<file path="src/rtl/ccff_chain_loader.sv">
// Configuration-chain loader: serialises packed config words MSB-first onto ccff_head,
// gates the fabric chain clock via ccff_shift_en, and streams back the displaced tail bits.
module ccff_chain_loader #(
    parameter int CHAIN_LEN = 8,
    parameter int WORD_W    = 4
) (
    input  logic              prog_clk,
    input  logic              prog_reset_n,
    input  logic              start,
    input  logic [WORD_W-1:0] in_data,
    input  logic              in_valid,
    output logic              in_ready,
    output logic              ccff_head,
    output logic              ccff_shift_en,
    input  logic              ccff_tail,
    output logic              rb_bit,
    output logic              rb_valid,
    output logic              busy,
    output logic              done
);

    localparam int BLW    = $clog2(CHAIN_LEN + 1);
    localparam int CW     = $clog2(WORD_W + 1);
    localparam int MW     = (BLW > CW) ? BLW : CW;
    localparam int NWORDS = (CHAIN_LEN + WORD_W - 1) / WORD_W;
    localparam int WLW    = $clog2(NWORDS + 1);

    typedef enum logic [1:0] {
        IDLE = 2'd0,
        LOAD = 2'd1,
        DONE = 2'd2
    } state_t;

    state_t            state_reg;
    logic [WORD_W-1:0] sr_reg;
    logic [CW-1:0]     sr_cnt_reg;
    logic [BLW-1:0]    bits_left_reg;
    logic [WLW-1:0]    words_left_reg;
    logic              rb_bit_reg;
    logic              rb_valid_reg;

    logic              shift;
    logic              accept;
    logic [BLW-1:0]    bits_after;
    logic [CW-1:0]     load_cnt;

    assign shift         = (state_reg == LOAD) && (sr_cnt_reg != '0);
    assign ccff_shift_en = shift;
    assign ccff_head     = sr_reg[WORD_W-1];
    assign busy          = (state_reg == LOAD);
    assign done          = (state_reg == DONE);
    assign rb_bit        = rb_bit_reg;
    assign rb_valid      = rb_valid_reg;

    // A new word may land on the same edge that shifts out the last buffered bit,
    // which keeps the chain clock running without a bubble.
    assign in_ready = (state_reg == LOAD) && (words_left_reg != '0) &&
                      ((sr_cnt_reg == '0) || ((sr_cnt_reg == CW'(1)) && shift));
    assign accept   = in_valid && in_ready;

    // Final word is trimmed to the bits the chain still needs; its spare LSBs never shift.
    always_comb begin
        bits_after = shift ? (bits_left_reg - BLW'(1)) : bits_left_reg;
        load_cnt   = CW'(WORD_W);
        if (MW'(bits_after) < MW'(WORD_W)) begin
            load_cnt = CW'(bits_after);
        end
    end

    always_ff @(posedge prog_clk or negedge prog_reset_n) begin
        if (!prog_reset_n) begin
            state_reg      <= IDLE;
            sr_reg         <= '0;
            sr_cnt_reg     <= '0;
            bits_left_reg  <= '0;
            words_left_reg <= '0;
            rb_bit_reg     <= 1'b0;
            rb_valid_reg   <= 1'b0;
        end else begin
            rb_valid_reg <= shift;
            if (shift) begin
                rb_bit_reg <= ccff_tail;
            end

            case (state_reg)
                IDLE, DONE: begin
                    if (start) begin
                        state_reg      <= LOAD;
                        bits_left_reg  <= BLW'(CHAIN_LEN);
                        sr_cnt_reg     <= '0;
                        words_left_reg <= WLW'(NWORDS);
                    end
                end
                LOAD: begin
                    if (shift) begin
                        sr_reg        <= sr_reg << 1;
                        sr_cnt_reg    <= sr_cnt_reg - CW'(1);
                        bits_left_reg <= bits_after;
                        if (bits_left_reg == BLW'(1)) begin
                            state_reg <= DONE;
                        end
                    end
                    if (accept) begin
                        sr_reg         <= in_data;
                        sr_cnt_reg     <= load_cnt;
                        words_left_reg <= words_left_reg - WLW'(1);
                    end
                end
                default: begin
                    state_reg <= IDLE;
                end
            endcase
        end
    end

endmodule

</file>
<file path="config.mk">
export PLATFORM = sky130hd
export DESIGN_NAME = ccff_chain_loader
export DESIGN_NICKNAME = d
export VERILOG_FILES = /design/src/rtl/ccff_chain_loader.sv
export SDC_FILE = /design/constraint.sdc
export NUM_CORES = 1
export LEC_CHECK = 0
export ABC_AREA = 1
export CORE_MARGIN = 2
export CORE_UTILIZATION = 43
export CTS_BUF_LIST = sky130_fd_sc_hd__clkbuf_8
export DETAILED_ROUTE_END_ITERATION = 6
export GPL_TIMING_DRIVEN = 0
export PLACE_DENSITY = 0.78
export SYNTH_ARGS = -nofsm -noshare
export SYNTH_HDL_FRONTEND = slang
export SYNTH_SLANG_ARGS = --single-unit
export TNS_END_PERCENT = 50
</file>
<file path="constraint.sdc">
create_clock -name prog_clk -period 3 [get_ports prog_clk]
set_clock_uncertainty 0.2 [all_clocks]
set_input_delay 0.3 -clock prog_clk [delete_from_list [all_inputs] [get_ports prog_clk]]
set_output_delay 0.3 -clock prog_clk [all_outputs]
set_load 0.005 [all_outputs]
</file>
==> impl_metrics.json <==
{
  "combPwrFrac_pct": 59.0,
  "cp.arrival_ns": 1.96,
  "min_to": "sr_cnt_reg[1]$_DFFE_PN0P_",
  "slew_violations": 0,
  "cts_made_buffers": 3,
  "cp-start-kind": "flop",
  "ctsHoldBuffers": 0,
  "synth_xor_area_share_pct": 0.909,
  "synth_top_family_by_area": "simple AND/OR/NAND/NOR gates",
  "rsz0062_at_grt": "no",
  "area_growth_pct": 24.0,
  "antenna_found_initial": 0,
  "yosysWarnings": 0,
  "finalSetupViolations": 0,
  "synth.area.mux_share_pct": 0,
  "antenna_left": 0,
  "clkLatencyLatePin_ns": 0.25,
  "worstPathMaxFanout": 3,
  "fp-row-count": 17,
  "synth-seq-cells": 17,
  "ioPinCount": 16,
  "grt_pass1_wl_um": 3080,
  "min_path_type": "flop to flop",
  "rr_worst_depth": 13,
  "cts_setup_buffers": 0,
  "p_int_uw": 778,
  "met3_length_um": 107,
  "synth_seq_area_share_pct": 44.2,
  "grt_pass1_vias": 730,
  "nets": 159,
  "finalSetupTns_ns": 0,
  "initial_core_util_pct": 44.4,
  "tightestPinTransition_ns": 0.778,
  "leakage_uw": 0.000620,
  "min_delay_path_depth": 2,
  "power.switching_uw": 618,
  "finalCritPeriodShare_pct": 82.0,
  "synth_cells": 124,
  "die_area_um2": 2640,
  "syn-cell-area_um2": 963,
  "synth_area_per_cell_um2": 7.77,
  "drv_cap": 0,
  "routed_wl_um": 1770,
  "drc": 0,
  "hold_viol": 0,
  "post_drt_wl_per_cell_um": 10.4,
  "post_cts.resized_instances": 0,
  "grt_max_degree": 18,
  "crit_type": "flop to output port",
  "n_antenna_cell": 0,
  "dpl.cell_count": 167,
  "synthAdderAreaFrac_pct": 7.79,
  "worstPathRequired_ns": 2.50,
  "stdcell_count": 171,
  "rr_startpoint": "sr_cnt_reg[0]$_DFFE_PN0P_",
  "vias_per_cell": 4.87,
  "r2r-end": "sr_cnt_reg[0]$_DFFE_PN0P_",
  "clockPowerShare_pct": 12.0,
  "clock.fmax_mhz": 406,
  "end_kind": "output port",
  "cts_root_buf": "clkbuf_8",
  "finalWeightedCongestion": 0.802,
  "top_layer": "met4",
  "syn-num-nets": 139,
  "min_from": "sr_cnt_reg[1]$_DFFE_PN0P_",
  "overflow": 0,
  "reg2reg_slack_ns": 1.00,
  "peakVddDrop_v": 0.000586,
  "cts_tree": "yes",
  "firstDrtPassIters": 4,
  "via_count": 833,
  "fin_crit_ns": 2.46,
  "synth-compound-area-share_pct": 9.22,
  "cts.clk_slew.worst_paths_ns": 0.06,
  "synth-simple-area-share_pct": 29.2,
  "power_density_nw_per_um2": 1170,
  "drive_gt1_share_pct": 11.2,
  "wl_met2_um": 816,
  "cts.sinks": 17,
  "core-area_um2": 2170,
  "switching_share_pct": 44.3,
  "outcome": "complete, no violations",
  "die_h_um": 51.3,
  "drt-met1-wl_um": 810,
  "clk_path_buf_depth": 2,
  "dp_hpwl_um": 1320,
  "relSlewSlack_pct": 48.0,
  "seq_power_share_pct": 29.0,
  "drt_iter0_drc": 15,
  "grt_util_all_layers_pct": 15.8,
  "port_buffers": 15,
  "die_w_um": 51.3,
  "htree_levels": 1,
  "synth_cell_type_count": 20
}
## final cells by class
type,count,area [um2]
tap,28,35.0
multi-input combinational,85,454
sequential,17,425
clock buffer,3,41.3
fill,205,975
inverter,21,78.8
timing repair buffer,15,150
clock inverter,1,5.00
buffer,1,5.00
## metrics by stage
stage | worst slack, ns | util, % | cell area [um2] | hold WS (ns) | total power, uW
finish | 0.539 | 55.1 | 1190 | 0.287 | 1400
global route | 0.398 | 55.1 | 1190 | 0.323 | 1560
CTS | 0.527 | 55.1 | 1190 | 0.293 | 1410
detailed placement | 0.818 | 52.9 | 1150 | 0.271 | 1220
global placement | 0.835 | 52.9 | 1150 | 0.267 | 1200
floorplan | 1.21 | - | 963 | -0.196 | 989
## metal layers
metal / vias up / GRT usage (%)
li1: 423 / -
met1: 375 / 21.1
met4: 0 / 9.21
met3: 5 / 2.92
met5: - / 0
met2: 30 / 24.0
## kinds of logic after synthesis
| logic type | Yosys count |
|---|---|
| xor+xnor | 1 |
| simple gates | 62 |
| flops | 17 |
| fa+ha+maj | 6 |
| buf+inv | 22 |
| compound gates | 16 |
## how the worst max path moves through the flow
stage,startpoint,endpoint,slack (ns),cells past startpoint
after floorplan,sr_cnt_reg[0]$_DFFE_PN0P_,sr_cnt_reg[1]$_DFFE_PN0P_,1.21,11
after global placement,sr_cnt_reg[0]$_DFFE_PN0P_,in_ready,0.84,8
after detailed placement,sr_cnt_reg[0]$_DFFE_PN0P_,in_ready,0.82,8
after CTS,sr_cnt_reg[0]$_DFFE_PN0P_,in_ready,0.53,8
after global routing,sr_cnt_reg[0]$_DFFE_PN0P_,in_ready,0.40,8
final,sr_cnt_reg[0]$_DFFE_PN0P_,in_ready,0.54,8
## layout by cell type (no fill, tap or decap)
master           count
nand2_1             40
inv_1               19
dfrtp_1             17
clkdlybuf4s50_1     15
o21ai_0              9
nor2_1               8
ha_1                 6
nand3_1              5
nor2_4               3
o22ai_1              3
clkbuf_8             3
inv_2                2
nand2_2              2
nor2_2               2
buf_2                1
nand2_4              1
o21ai_1              1
or2_2                1
xor2_1               1
o32ai_1              1
a21oi_1              1
a31oi_1              1
clkinv_2             1
## critical path: stages, from the launching register on
cell and delay, ns:
dfrtp_1 0.40, inv_1 0.08, ha_1 0.16, ha_1 0.22, inv_1 0.09, nand2_1 0.07, nand2_1 0.10, inv_2 0.09
clkdlybuf4s50_1 0.49
## cell usage after synthesis, drive strengths merged
library cell	number	share of area, %
nand3	5	2.6
a31oi	1	0.65
or2	1	0.65
buf	1	0.52
o22ai	3	1.9
o21ai	10	5.2
nor2	13	7.9
a21oi	1	0.52
o32ai	1	0.91
ha	6	7.8
nand2	43	18
inv	21	8.2
xor2	1	0.91
dfrtp	17	44
## power by group through the flow
stage | Sequential (uW) | Clock [uW] | Combinational, uW
final | 405 | 168 | 824
after global routing | 420 | 188 | 951
after CTS | 405 | 175 | 832
after detailed placement | 408 | 0 | 817
after global placement | 403 | 0 | 802
after floorplan | 399 | 0 | 590
Note: power is estimated with default switching activity, not from simulation.
